### src/rtl/epcs_pkg.sv
// Shared types and constants for the EPCS serial-flash responder.
package epcs_pkg;

  // Transaction phases of the responder.
  typedef enum logic [2:0] {
    ST_IDLE,
    ST_CMD,
    ST_ADDR,
    ST_DATA,
    ST_STAT,
    ST_DUMMY,
    ST_IDSTR,
    ST_IGNORE
  } epcs_state_e;

  // Supported opcodes.
  localparam logic [7:0] OP_READ = 8'h03;
  localparam logic [7:0] OP_RDSR = 8'h05;
  localparam logic [7:0] OP_RDID = 8'hAB;

  // Bit-counter terminal values (count is zero based).
  localparam logic [4:0] BYTE_LAST = 5'd7;
  localparam logic [4:0] ADDR_LAST = 5'd23;

endpackage

### src/rtl/epcs_sync_edge.sv
// Two-flop synchronizer bank. One input (i_edge) additionally gets a delay
// flop for rise/fall detection; the others are plain level synchronizers.
module epcs_sync_edge #(
  parameter int             W       = 2,
  parameter logic [W-1:0]   RST_VAL = '0
) (
  input  logic         clk_clk,
  input  logic         reset_reset,
  input  logic         i_edge,
  input  logic [W-1:0] i_async,
  output logic         o_rise,
  output logic         o_fall,
  output logic [W-1:0] o_sync
);

  logic [1:0]   r_edge_ff;
  logic         r_edge_d;
  logic [W-1:0] r_ff1;
  logic [W-1:0] r_ff2;

  // Synchronize all inputs and keep a delayed copy of the edge input.
  always_ff @(posedge clk_clk) begin
    if (reset_reset) begin
      r_edge_ff <= 2'b00;
      r_edge_d  <= 1'b0;
      r_ff1     <= RST_VAL;
      r_ff2     <= RST_VAL;
    end else begin
      r_edge_ff <= {r_edge_ff[0], i_edge};
      r_edge_d  <= r_edge_ff[1];
      r_ff1     <= i_async;
      r_ff2     <= r_ff1;
    end
  end

  assign o_rise = r_edge_ff[1] & ~r_edge_d;
  assign o_fall = ~r_edge_ff[1] & r_edge_d;
  assign o_sync = r_ff2;

endmodule

### src/rtl/epcs_flash_responder.sv
// EPCS (SPI mode 0, MSB first) flash target serving READ, READ STATUS and
// READ ID from a synchronous byte-wide memory port. All logic runs on clk_clk;
// dclk must be at most clk_clk/8 so a memory fetch lands before the next fall.
module epcs_flash_responder
  import epcs_pkg::*;
#(
  parameter int         ADDR_W     = 24,
  parameter logic [7:0] STATUS_VAL = 8'h00,
  parameter logic [7:0] SILICON_ID = 8'h16
) (
  input  logic              clk_clk,
  input  logic              reset_reset,
  input  logic              epcs_dclk,
  input  logic              epcs_sce,
  input  logic              epcs_sdo,
  output logic              epcs_data0,
  output logic [ADDR_W-1:0] mem_addr,
  output logic              mem_rd,
  input  logic [7:0]        mem_rdata,
  output logic              busy,
  output logic              cmd_err
);

  logic [1:0]  w_sync;
  logic        w_rise;
  logic        w_fall;
  logic        w_sce;
  logic        w_sdo;
  logic [7:0]  w_cmd;
  logic [23:0] w_addr_full;

  epcs_state_e       r_state;
  logic [4:0]        r_bitcnt;
  logic [6:0]        r_shin;
  logic [22:0]       r_addr;
  logic [7:0]        r_shout;
  logic              r_data0;
  logic [ADDR_W-1:0] r_mem_addr;
  logic              r_mem_rd;
  logic              r_rd_d;
  logic              r_cmd_err;

  // sce resets high so busy reads 0 straight out of reset.
  epcs_sync_edge #(
    .W       (2),
    .RST_VAL (2'b01)
  ) u_sync (
    .clk_clk     (clk_clk),
    .reset_reset (reset_reset),
    .i_edge      (epcs_dclk),
    .i_async     ({epcs_sdo, epcs_sce}),
    .o_rise      (w_rise),
    .o_fall      (w_fall),
    .o_sync      (w_sync)
  );

  assign w_sce       = w_sync[0];
  assign w_sdo       = w_sync[1];
  assign w_cmd       = {r_shin, w_sdo};
  assign w_addr_full = {r_addr, w_sdo};

  // Transaction FSM: input shifting on rises, output shifting on falls,
  // memory fetch on byte boundaries of a READ.
  always_ff @(posedge clk_clk) begin
    if (reset_reset) begin
      r_state    <= ST_IDLE;
      r_bitcnt   <= '0;
      r_shin     <= '0;
      r_addr     <= '0;
      r_shout    <= '0;
      r_data0    <= 1'b0;
      r_mem_addr <= '0;
      r_mem_rd   <= 1'b0;
      r_rd_d     <= 1'b0;
      r_cmd_err  <= 1'b0;
    end else begin
      r_mem_rd  <= 1'b0;
      r_cmd_err <= 1'b0;
      r_rd_d    <= r_mem_rd;
      if (w_sce) begin
        // Deselect aborts whatever was in flight.
        r_state  <= ST_IDLE;
        r_data0  <= 1'b0;
        r_bitcnt <= '0;
        r_shin   <= '0;
        r_addr   <= '0;
      end else begin
        case (r_state)
          ST_IDLE: begin
            r_state  <= ST_CMD;
            r_bitcnt <= '0;
          end
          ST_CMD: begin
            if (w_rise) begin
              r_shin <= w_cmd[6:0];
              if (r_bitcnt == BYTE_LAST) begin
                r_bitcnt <= '0;
                case (w_cmd)
                  OP_READ: r_state <= ST_ADDR;
                  OP_RDSR: begin
                    r_state <= ST_STAT;
                    r_shout <= STATUS_VAL;
                  end
                  OP_RDID: r_state <= ST_DUMMY;
                  default: begin
                    r_cmd_err <= 1'b1;
                    r_state   <= ST_IGNORE;
                  end
                endcase
              end else begin
                r_bitcnt <= r_bitcnt + 5'd1;
              end
            end
          end
          ST_ADDR: begin
            if (w_rise) begin
              r_addr <= w_addr_full[22:0];
              if (r_bitcnt == ADDR_LAST) begin
                r_bitcnt   <= '0;
                r_state    <= ST_DATA;
                r_mem_addr <= w_addr_full[ADDR_W-1:0];
                r_mem_rd   <= 1'b1;
              end else begin
                r_bitcnt <= r_bitcnt + 5'd1;
              end
            end
          end
          ST_DUMMY: begin
            if (w_rise) begin
              if (r_bitcnt == ADDR_LAST) begin
                r_bitcnt <= '0;
                r_state  <= ST_IDSTR;
                r_shout  <= SILICON_ID;
              end else begin
                r_bitcnt <= r_bitcnt + 5'd1;
              end
            end
          end
          ST_DATA, ST_STAT, ST_IDSTR: begin
            if (w_fall) begin
              r_data0 <= r_shout[7];
              r_shout <= {r_shout[6:0], 1'b0};
            end else if (w_rise) begin
              if (r_bitcnt == BYTE_LAST) begin
                // Byte boundary: reload the next output byte before the fall.
                r_bitcnt <= '0;
                case (r_state)
                  ST_DATA: begin
                    r_mem_addr <= r_mem_addr + ADDR_W'(1);
                    r_mem_rd   <= 1'b1;
                  end
                  ST_STAT:  r_shout <= STATUS_VAL;
                  ST_IDSTR: r_shout <= SILICON_ID;
                  default:  ;
                endcase
              end else begin
                r_bitcnt <= r_bitcnt + 5'd1;
              end
            end else if (r_state == ST_DATA && r_rd_d) begin
              r_shout <= mem_rdata;
            end
          end
          ST_IGNORE: r_data0 <= 1'b0;
          default:   r_state <= ST_IDLE;
        endcase
      end
    end
  end

  assign epcs_data0 = r_data0;
  assign mem_addr   = r_mem_addr;
  assign mem_rd     = r_mem_rd;
  assign busy       = ~w_sce;
  assign cmd_err    = r_cmd_err;

endmodule
### config.mk
export PLATFORM = sky130hd
export DESIGN_NAME = epcs_flash_responder
export DESIGN_NICKNAME = d
export VERILOG_FILES = /design/src/rtl/epcs_pkg.sv /design/src/rtl/epcs_sync_edge.sv /design/src/rtl/epcs_flash_responder.sv
export SDC_FILE = /design/constraint.sdc
export NUM_CORES = 1
export LEC_CHECK = 0
export ABC_AREA = 1
export BUFFER_PORTS_ARGS = -buffer_cell sky130_fd_sc_hd__buf_2
export CAP_MARGIN = 5
export CORE_MARGIN = 3
export CORE_UTILIZATION = 50
export DETAILED_ROUTE_END_ITERATION = 6
export GPL_TIMING_DRIVEN = 0
export PLACE_DENSITY = 0.7
export SKIP_LAST_GASP = 1
export SLEW_MARGIN = 20
export SYNTH_ARGS = -nofsm -noshare
export SYNTH_HDL_FRONTEND = slang
export SYNTH_HIERARCHICAL = 1
export SYNTH_SLANG_ARGS = --single-unit
### constraint.sdc
create_clock -name clk_clk -period 4.8 [get_ports clk_clk]
set_clock_uncertainty 0.2 [all_clocks]
set_input_delay 0.72 -clock clk_clk [delete_from_list [all_inputs] [get_ports clk_clk]]
set_output_delay 0.72 -clock clk_clk [all_outputs]
set_load 0.01 [all_outputs]
### After elaboration in Yosys (flattened, before gate mapping)

Cells that the tools add are included.

| word-level totals | value |
|---|---|
| flip-flop bits (word level) | 81 |

| cells by class | value |
|---|---|
| bitwise logic cells | 8 |
| reduce and logical (&&, ||, !) cells | 19 |
| multiplexer cells | 42 |
| add/subtract/negate cells | 2 |
| equality and inequality tests | 28 |

Operators by type and width:

| kind | number |
|---|---|
| 2-to-1 mux 24 bit | 6 |
| 2-to-1 mux 8 bit | 9 |
| one-hot mux 24 bit (2 select lines) | 1 |
| 2-to-1 mux 5 bit | 5 |
| adder 24 x 1 -> 24 bit, second input constant | 1 |
| one-hot mux 8 bit (3 select lines) | 1 |
| one-hot mux 5 bit (4 select lines) | 1 |
| 2-to-1 mux 3 bit | 6 |
| one-hot mux 8 bit (2 select lines) | 1 |
| != test 2 x 1 -> 1 bit, second input constant | 7 |
| == test 3 bit, second input constant | 4 |
| != test 2 bit, second input constant | 6 |
| one-hot mux 3 bit (4 select lines) | 1 |
| AND reduction 10 bit | 1 |
| one-hot mux 3 bit (3 select lines) | 1 |
| == test 8 x 2 -> 1 bit, second input constant | 1 |
| == test 8 x 3 -> 1 bit, second input constant | 1 |
| == test 8 bit, second input constant | 1 |
| 2-to-1 mux 1 bit | 8 |
| AND reduction 8 bit | 1 |
| nonzero test 4 bit | 2 |
| AND reduction 7 bit | 1 |
| == test 3 x 2 -> 1 bit, second input constant | 2 |
| inverter 1 bit | 6 |
| 18 further kinds | 25 |

### Logic depth before layout (Yosys ltp)

Gate-level depths: netlist (run 1).

| depth | value |
|---|---|
| word-level depth | 6 |
| mapped depth | 12 |

### Modules after synthesis

Netlist (run 1), hierarchy kept.

Modules (own cells, without submodules):

| module | times used | area each (um^2) | cells each | sequential area each (um^2) |
|---|---|---|---|---|
| epcs_flash_responder | 1 | 4200.3 | 688 | 1481.4 |
| epcs_sync_edge | 1 | 207.7 | 25 | 140.1 |

### Least setup slack after synthesis (run 1)

Ideal clock, no wire load.

| timing | value |
|---|---|
| path kind | input to register |
| from | input port reset_reset |
| to | register r_shin[0] |
| setup time | 0.070 ns |
| slack | 2.947 ns |
| cell stages on the path | 5 |
| arrival | 1.583 ns |
| cell sequence | clkbuf_1 -> nor2_1 -> buf_1 -> o21ai_0 -> a21oi_1 |

| on the way | value |
|---|---|
| longest elaborated chain between the ends | 1 |

Ends and longest elaborated chain:

| element | line | RTL |
|---|---|---|
| from (decl) | epcs_flash_responder.sv:12 | `input logic reset_reset,` |
| OR reduction 2 bit (no source line) | -- |  |
| to (signal assigned) | epcs_flash_responder.sv:95 | `r_shin <= w_cmd[6:0];` |
| to (decl) | epcs_flash_responder.sv:34 | `logic [6:0] r_shin;` |

No other way between the ends.
A chain may end at the register's enable or synchronous reset.

### Final worst setup path (run 1)

| timing | value |
|---|---|
| from | register r_bitcnt[0] |
| to | register r_mem_addr[3] (netlist: mem_addr[3]) |

| on the way | value |
|---|---|
| longest elaborated chain between the ends | 3 |

Ends and longest elaborated chain:

| element | line | RTL |
|---|---|---|
| from (decl) | epcs_flash_responder.sv:33 | `logic [4:0] r_bitcnt;` |
| from (signal assigned) | epcs_flash_responder.sv:111 | `r_bitcnt <= r_bitcnt + 5'd1;` |
| from (signal assigned) | epcs_flash_responder.sv:124 | `r_bitcnt <= r_bitcnt + 5'd1;` |
| from (signal assigned) | epcs_flash_responder.sv:135 | `r_bitcnt <= r_bitcnt + 5'd1;` |
| == test 5 x 3 -> 1 bit or == test 5 bit (tied branches) | epcs_flash_responder.sv:144, epcs_flash_responder.sv:118 |  |
| != test 2 bit (no source line) | -- |  |
| AND reduction 8 bit (no source line) * | -- |  |
| to (signal assigned) | epcs_flash_responder.sv:121 | `r_mem_addr <= w_addr_full[ADDR_W-1:0];` |
| to (signal assigned) | epcs_flash_responder.sv:149 | `r_mem_addr <= r_mem_addr + ADDR_W'(1);` |
| to (decl) | epcs_flash_responder.sv:38 | `logic [ADDR_W-1:0] r_mem_addr;` |

Mark *: on every way between the ends. The rest lies on a longest branch, timed or not.

==> reports/qor.txt, run 1 <==
Synthesized area -> 4410 um^2
Nets -> 780
Synthesized Nets -> 729
Row cnt -> 33
Boundary pin count -> 41
Normalized max-slew margin -> 56.7%
Max rail drop VDD -> 163 uV
Top_reg_cell synth -> dfxtp_1
Reg2reg end -> mem_addr[3]
Worst Path Required -> 4.89 ns
Initial antenna violation count -> 0
DR iter-0 viols -> 432
Endpoints failing setup -> 0
Min-delay src -> u_sync/r_edge_ff[0]
H-tree depth -> 3
HPWL after detailed placement -> 9.52 mm
Root Driver -> clkbuf_8
Final non-filler cell area -> 4920 um^2
Post-synth top area cell -> dfxtp_1
PwrDens -> 248 nW/um^2
CORE AREA -> 8380 um^2
Avg WL per Cell -> 14.3 um
First-pass GRT wire length -> 20.4 mm
Total power draw -> 0.00122 W
Buffer levels on the longest clock path -> 2
Post-CTS resize count -> 0
Period minus WS final -> 2.33 ns
Die area -> 9980 um^2
Outcome -> finished clean
Internal power -> 0.000929 W
Chip width -> 99.9 um
Global route total overflow -> 0
GRT Total Usage -> 25.7%
Worst Max-Slew Pin Slew -> 0.649 ns
Synth warn -> 6
Leakage -> 2.03 nW
Final hold vios -> 0
Vias in the first global route -> 4159
CTS Buf Count -> 9
Tightest Hold Check Type -> reg -> reg
Logic pwr share -> 4.7%
Setup crit end kind -> register
Fmax -> 0.429 GHz
FF-to-FF path depth -> 9
Sw frac -> 23.8%
Number of max-cap violations -> 0
RSZ-0062 raised after global routing -> false
Antenna Nets Post-Route -> 0
NetSw -> 0.000290 W
Synth top cells by count -> nand2_1 (175), nor2_1 (169), dfxtp_1 (81)
Sequential Area -> 1620 um^2
Clk_lat worst skew -> 0.37 ns
Initial Utilization -> 52.6%
Syn Inst Count -> 713
Top-area cell type share of the netlist area -> 36.8%
Worst r2r src -> r_bitcnt[0]
Cts hold-fix bufs -> 0
Post-synth EDFFs -> 0
WL final -> 12.5 mm
Post-DR vias/cell -> 5.42
Post-placement cell count -> 858
Seq pwr share -> 55.6%
Worst Hold Slack -> 0.206 ns
Pin count of the biggest net entering global routing -> 14
Average footprint of a synthesized cell -> 6.18 um^2
Crit-path max FO -> 5
Clk slew on worst S/H paths -> 0.08 ns
Seq/Total Area, Yosys -> 36.8%
Area contributors post-synth -> dfxtp_1 (37%), nand2_1 (15%), nor2_1 (14%)
End of the worst hold path -> u_sync/r_edge_ff[1]
CP startpoint kind -> register
Clock net sink count -> 81
Post-placement cell area -> 4740 um^2
Post-route DRC -> 0
Post CTS Setup Buffer Count -> 0
R2R setup slack -> 2.47 ns
Netlist cell types -> 37
Area of the multi-input gates -> 2440 um^2
Most numerous cell in the Yosys netlist -> nand2_1
Fillcell total -> 882
Post-Layout Cell Count -> 873
CTS tree -> done
Vias -> 4728
Post-synth ARST share -> 0%
Part of the cycle the worst path needs -> 48.6%
Area Overhead vs Synth -> 11.7%
Clock share of power -> 39.7%
Antenna diodes -> 0
Max Slew Vio Count -> 0
Kind of critical path -> reg -> reg
Layout cell share with drive strength beyond 1 -> 11.7%
Routability cong. -> 0.950
Crit path DAT -> 2.42 ns
Die Ht -> 99.9 um
DR pass1 iterations -> 7
Count of state elements after synthesis -> 81
Setup TNS -> 0 ns
Hold Path Cell Cnt -> 2
Port bufs -> 40
==> cell type report <==
| type | count | share of cell area, % |
|---|---|---|
| multi-input cells | 548 | 49.5 |
| flip-flops and latches | 81 | 32.9 |
| inverters | 62 | 4.78 |
| repair buffers | 40 | 4.07 |
| well taps | 105 | 2.67 |
| clock buffers | 10 | 2.59 |
| plain buffers | 22 | 2.31 |
| clock inverters | 5 | 1.17 |
==> metrics by stage <==
stage	setup slack, ns	utilization, %
floorplan	2.95	-
global placement	2.30	56.5
detailed placement	2.27	56.5
CTS	2.48	58.8
global route	2.27	58.8
finish	2.47	58.8
==> worst max path at each step <==
stage | startpoint | endpoint
global route | u_sync/r_edge_ff[1] | r_addr[12]
global placement | reset_reset | r_addr[17]
CTS | r_bitcnt[0] | mem_addr[3]
floorplan | reset_reset | r_shin[0]
finish | r_bitcnt[0] | mem_addr[3]
detailed placement | reset_reset | r_addr[19]
==> power groups by stage <==
| stage | registers, W | logic (W) | clock network (W) |
|---|---|---|---|
| 6_report | 0.000677 | 0.0000573 | 0.000485 |
| 5_1_grt | 0.000678 | 0.0000636 | 0.000531 |
| 4_1_cts | 0.000677 | 0.0000565 | 0.000499 |
| 3_5_place_dp | 0.000693 | 0.0000562 | 0 |
| 3_3_place_gp | 0.000693 | 0.0000553 | 0 |
| 2_1_floorplan | 0.000692 | 0.0000381 | 0 |
==> critical path, stage by stage (launching register included) <==
cell     delay (ns)
dfxtp_1        0.39
ha_1           0.22
nand2_1        0.13
nor3_4         0.24
nand2_1        0.15
nand2_2        0.15
nand2_1        0.13
nor2_1         0.37
nand2_1        0.11
a21oi_1        0.16
==> logic make-up after synthesis <==
family,synth area share (%)
AOI/OAI and AO/OA,13.5
xor gates and xnor gates,0.596
adders and majority gates,0.852
buffers and inverters,7.92
DFF,36.8
and+or+nand+nor,40.3
==> layout by cell type (no fill, tap or decap), types with 2 or more instances in the layout <==
cell / instances
buf_1: 2
buf_2: 47
clkbuf_1: 10
clkbuf_8: 9
a31oi_1: 2
o21ai_0: 53
clkinvlp_4: 3
nor2_2: 8
xor2_1: 2
inv_1: 54
buf_6: 2
a21oi_1: 42
nor3_1: 5
nor2_1: 169
nand2_2: 4
ha_1: 3
dfxtp_1: 81
inv_2: 6
o21bai_1: 2
nand2_1: 175
nand3_2: 2
buf_4: 2
nand3_1: 50
o21ai_1: 6
o22ai_1: 3
nand4_1: 11
==> per-layer routing <==
metal | share of wire [%] | wire length [um] | global-route usage, % | up-vias
met1 | 47 | 5840 | 39.2 | 2098
met2 | 41 | 5170 | 36.6 | 214
li1 | - | - | - | 2393
met3 | 10 | 1300 | 4.66 | 23
met4 | 1.7 | 211 | 7.77 | 0
met5 | 0 | 0 | 0 | -
==> state kept, by name, indices dropped and copies added, names as in the netlist <==
register,count
u_sync/r_ff1,2
r_bitcnt,5
u_sync/r_edge_ff,2
cmd_err,1
u_sync/r_edge_d,1
r_rd_d,1
mem_addr,24
r_addr,23
u_sync/o_sync,2
mem_rd,1
epcs_data0,1
r_state,3
r_shout,8
r_shin,7
Power figures use the tool's default switching activity.
==> run 2: changes to the inputs <==
==> constraint.sdc (replaced) <==
create_clock -name clk_clk -period 2.4 [get_ports clk_clk]
set_clock_uncertainty 0.2 [all_clocks]
set_input_delay 0.36 -clock clk_clk [delete_from_list [all_inputs] [get_ports clk_clk]]
set_output_delay 0.36 -clock clk_clk [all_outputs]
set_load 0.01 [all_outputs]
==> run 2 against run 1 <==
- hold slack got worse by 0.16 ns
- clock-buffer cell count is the same
- fmax grew 3.3%
- clock power up 100%
- sequential share of layout area shrank 0.25 points
- critical path depth up 1
- setup slack lost 2.3 ns
- flip-flop and latch count unchanged
- global-route usage increased by 0.088 points
- sequential power increased by 99%
- via count grew 0.15%
- routed wire length up 0.12%
==> reports/qor.txt, run 2 (synthesis results as in run 1) <==
Leakage -> 2.04 nW
FF-to-FF path depth -> 10
GRT Total Usage -> 25.8%
Worst Path Required -> 2.48 ns
Clk slew on worst S/H paths -> 0.08 ns
Nets -> 783
Setup crit end kind -> register
Antenna Nets Post-Route -> 0
Most frequent cells in the layout -> nand2_1 (175), nor2_1 (166), dfxtp_1 (81)
Period minus WS final -> 2.26 ns
Normalized max-slew margin -> 56.0%
Total power draw -> 0.00244 W
Vias in the first global route -> 4183
Pin count of the biggest net entering global routing -> 14
H-tree depth -> 3
Initial Utilization -> 52.6%
Max Slew Vio Count -> 0
Critical Path Stages -> 10
Routability cong. -> 0.950
Crit-path max FO -> 10
Root Driver -> clkbuf_8
Buffer levels on the longest clock path -> 2
CORE AREA -> 8380 um^2
DR pass1 iterations -> 7
Worst Hold Slack -> 0.0425 ns
Post-route DRC -> 0
Chip width -> 99.9 um
R2R setup slack -> 0.14 ns
RSZ-0062 raised after global routing -> false
Avg WL per Cell -> 14.3 um
Initial antenna violation count -> 0
CP cell instances -> ha_1 > nand2_1 > nor3_4 > nand2_1 > nand2_2 > nand3_2 > inv_4 > buf_6 > nand2_1 > a21oi_1
Worst r2r src -> r_bitcnt[0]
Most common cell after layout, fill and taps aside -> nand2_1
HPWL after detailed placement -> 9.52 mm
Endpoints failing setup -> 0
CTS tree -> done
Post-DR vias/cell -> 5.41
DR top layer -> met4
First-pass GRT wire length -> 20.5 mm
Post CTS Setup Buffer Count -> 0
Boundary pin count -> 41
Routed met3 length -> 1.17 mm
CP max stage cell -> dfxtp_1
Most used cell, CP -> nand2_1
Outcome -> finished clean
Setup TNS -> 0 ns
Routed metal-1 wire length -> 5.95 mm
Global route total overflow -> 0
CTS Buf Count -> 9
End of the worst hold path -> u_sync/o_sync[1]
Die Ht -> 99.9 um
Max FFs per register -> 24
Area Overhead vs Synth -> 12.6%
Vias -> 4735
Clk_lat worst skew -> 0.37 ns
Crit path DAT -> 2.34 ns
Worst path bufs/invs -> 2
Critical path's top delay family -> simple AND/OR/NAND/NOR gates
WL final -> 12.5 mm
Clock net sink count -> 81
Layout cell share with drive strength beyond 1 -> 12.1%
Kind of critical path -> reg -> reg
Tightest Hold Check Type -> in -> reg
Final hold vios -> 0
Part of the cycle the worst path needs -> 94.0%
Post-Layout Cell Count -> 876
Worst Max-Slew Pin Slew -> 0.659 ns
Min-delay src -> reset_reset
Number of max-cap violations -> 0
Crit path largest cell delay -> 0.39 ns
Fmax -> 0.443 GHz
CP startpoint kind -> register
Antenna diodes -> 0
DR iter-0 viols -> 522
Die area -> 9980 um^2
Max rail drop VDD -> 327 uV
Port bufs -> 40
Row cnt -> 33
PwrDens -> 492 nW/um^2
Reg2reg end -> mem_addr[8]
WL met2 -> 5.24 mm
Hold Path Cell Cnt -> 2
Post-placement cell count -> 858
run 2: area by class of cell:
class | count | area (um^2)
Timing Repair Buffer | 43 | 230
Inverter | 62 | 235
Buffer | 22 | 114
Clock inverter | 5 | 57.6
Sequential cell | 81 | 1620
Clock buffer | 10 | 128
Multi-Input combinational cell | 548 | 2440
Fill cell | 882 | 3420
Tap cell | 105 | 131
run 2: how the worst max path moves through the flow:
stage	end	startpoint	slack (ns)
global route	mem_addr[13]	r_bitcnt[0]	0.001
detailed placement	mem_addr[3]	r_bitcnt[0]	0.12
global placement	mem_addr[3]	r_bitcnt[0]	0.16
CTS	mem_addr[3]	r_bitcnt[0]	0.08
floorplan	mem_addr[12]	mem_addr[0]	0.56
finish	mem_addr[8]	r_bitcnt[0]	0.14
run 2: where the power goes:
part	switching, W	internal, W	leakage [nW]
combinational	0.0000800	0.0000390	1.30
sequential	0.00000507	0.00135	0.654
clock	0.000496	0.000473	0.0844
run 2: metal layers:
layer / track usage (%) / up-vias
li1: - / 2396
met1: 39.2 / 2127
met3: 4.66 / 21
met5: 0 / -
met2: 36.9 / 191
met4: 7.77 / 0
run 2: timing repair:
action,4_1_cts,5_1_grt
setup endpoints to repair,0,25
endpoints found under the hold margin,3,0
resized for setup,0,3
hold buffers,3,0
run 2: per-stage QoR:
step           cell area [um^2]  utilization (%)  worst slack [ns]
2_1_floorplan              4410                -             0.559
3_3_place_gp               4740             56.5             0.163
3_5_place_dp               4740             56.5             0.119
4_1_cts                    4950             59.1            0.0818
5_1_grt                    4960             59.2           0.00120
6_report                   4960             59.2             0.143
==> run 3: changes to the inputs <==
==> constraint.sdc (replaced) <==
create_clock -name clk_clk -period 2.1 [get_ports clk_clk]
set_clock_uncertainty 0.2 [all_clocks]
set_input_delay 0.315 -clock clk_clk [delete_from_list [all_inputs] [get_ports clk_clk]]
set_output_delay 0.315 -clock clk_clk [all_outputs]
set_load 0.01 [all_outputs]
==> run 3 against run 2 <==
- die area stayed put
- critical path depth unchanged
- clock power is 16% higher
- non-clock buffer count rose by 10
- fmax up 13%
- first-iteration DRC count decreased by 12%
- utilization increased by 2.4 points
- cell area rose by 4.0%
- highest routed layer unchanged
==> reports/qor.txt, run 3 (synthesis results as in run 1) <==
Clk slew on worst S/H paths -> 0.09 ns
Period minus WS final -> 2.00 ns
Most common cell after layout, fill and taps aside -> nand2_1
Fmax -> 0.499 GHz
Crit path DAT -> 2.11 ns
Sequential Area -> 1630 um^2
Die area -> 9980 um^2
Antenna diodes -> 0
Port bufs -> 40
Avg WL per Cell -> 14.5 um
Fillcell total -> 853
HPWL after detailed placement -> 9.52 mm
Normalized max-slew margin -> 54.8%
Max rail drop VDD -> 382 uV
Kind of critical path -> reg -> reg
PwrDens -> 546 nW/um^2
Most frequent cells in the layout -> nand2_1 (173), nor2_1 (156), dfxtp_1 (73)
CTS Buf Count -> 9
Initial Utilization -> 52.6%
Post-DR vias/cell -> 5.36
Setup crit end kind -> register
Buffer levels on the longest clock path -> 2
Max Slew Vio Count -> 0
Tightest Hold Check Type -> in -> reg
CTS tree -> done
Die Ht -> 99.9 um
Area of the multi-input gates -> 2530 um^2
Utilization after layout -> 61.6%
Post-route setup slack -> 0.0962 ns
Root Driver -> clkbuf_8
GRT Total Usage -> 26.2%
Max FFs per register -> 24
WL final -> 12.8 mm
Seq pwr share -> 55.0%
Worst Max-Slew Pin Slew -> 0.678 ns
Post-route DRC -> 0
Layout cell share with drive strength beyond 1 -> 16.3%
NetSw -> 0.000681 W
Outcome -> finished clean
Clock net sink count -> 81
First-pass GRT wire length -> 20.7 mm
Routability cong. -> 0.950
H-tree depth -> 3
Initial antenna violation count -> 0
Chip width -> 99.9 um
Final non-filler cell area -> 5160 um^2
Setup WS pre-CTS -> -0.181 ns
Part of the cycle the worst path needs -> 95.4%
Boundary pin count -> 41
Worst Path Required -> 2.21 ns
Number of max-cap violations -> 0
Logic pwr share -> 5.3%
Clock share of power -> 39.7%
Leakage -> 2.10 nW
CP startpoint kind -> register
Vias -> 4750
Endpoints failing setup -> 0
CORE AREA -> 8380 um^2
DR pass1 iterations -> 5
Setup TNS -> 0 ns
Crit-path max FO -> 10
Nets -> 793
Total power draw -> 0.00282 W
Post-placement cell area -> 4740 um^2
Pin count of the biggest net entering global routing -> 14
Sw frac -> 24.2%
Clk_lat worst skew -> 0.37 ns
Area Overhead vs Synth -> 17.1%
Row cnt -> 33
Global route total overflow -> 0
Internal power -> 0.00214 W
DR iter-0 viols -> 460
Final hold vios -> 0
Vias in the first global route -> 4268
Antenna Nets Post-Route -> 0
==> run 3: changes by cell type in the layout (fill, tap and decap cells not counted), moves of 6 or more <==
| cell | before | now |
|---|---|---|
| nor2_1 | 166 | 156 |
| dfxtp_1 | 81 | 73 |
| dfxtp_2 | 0 | 8 |
| nor2_4 | 1 | 8 |
| buf_4 | 2 | 8 |
==> run 3: metal layers <==
metal	wire length, um	track usage, %	vias up
li1	-	-	2409
met1	6160	39.5	2144
met2	5410	37.7	168
met3	1050	4.66	29
met4	213	8.40	0
met5	0	0	-
==> run 3: area by class of cell <==
cell class,instances,area share (%)
Clock buffer,10,2.47
Timing Repair Buffer,53,6.11
Sequential cell,81,31.6
Inverter,62,4.63
Buffer,22,2.47
Multi-Input combinational cell,548,49.0
Tap cell,105,2.55
Clock inverter,5,1.12
==> run 3: path summary, 6_finish.rpt <==
path | end | cells after the start | slack [ns] | start
worst min-delay path | r_shout[0] | 5 | 0.1 | mem_rdata[0]
worst max register to register | mem_addr[15] | 10 | 0.1 | r_state[0]
worst min register to register | u_sync/r_edge_ff[1] | 2 | 0.21 | u_sync/r_edge_ff[0]
worst max-delay path | mem_addr[15] | 10 | 0.1 | r_state[0]
==> run 3: critical path: stages, from the launching register on <==
cell     delay [ns]
dfxtp_1        0.31
buf_4          0.16
inv_2          0.09
nand2_1        0.10
nand2_2        0.16
buf_4          0.20
buf_2          0.28
nor2_1         0.09
nor2_2         0.17
nand2_1        0.07
a21oi_1        0.11
==> run 3: repair_timing <==
item                                   in CTS  in global routing
endpoints found under the hold margin       5                  0
buffers inserted                            4                  2
hold buffers                                7                  0
resized for setup                           8                 41
setup endpoints to repair                  50                 59
pin swaps                                   2                  4
==> run 3: power by group through the flow <==
| stage | clock network, W | logic [W] | registers, W |
|---|---|---|---|
| 3_3_place_gp | 0 | 0.000126 | 0.00158 |
| 6_report | 0.00112 | 0.000150 | 0.00155 |
| 2_1_floorplan | 0 | 0.0000870 | 0.00158 |
| 3_5_place_dp | 0 | 0.000129 | 0.00158 |
| 4_1_cts | 0.00114 | 0.000141 | 0.00155 |
| 5_1_grt | 0.00121 | 0.000165 | 0.00155 |
==> run 3: per-stage QoR <==
stage          hold WS (ns)  instances
3_5_place_dp          0.201        858
6_report             0.0980        886
2_1_floorplan         0.186        713
3_3_place_gp          0.192        858
4_1_cts              0.0960        884
5_1_grt               0.135        886
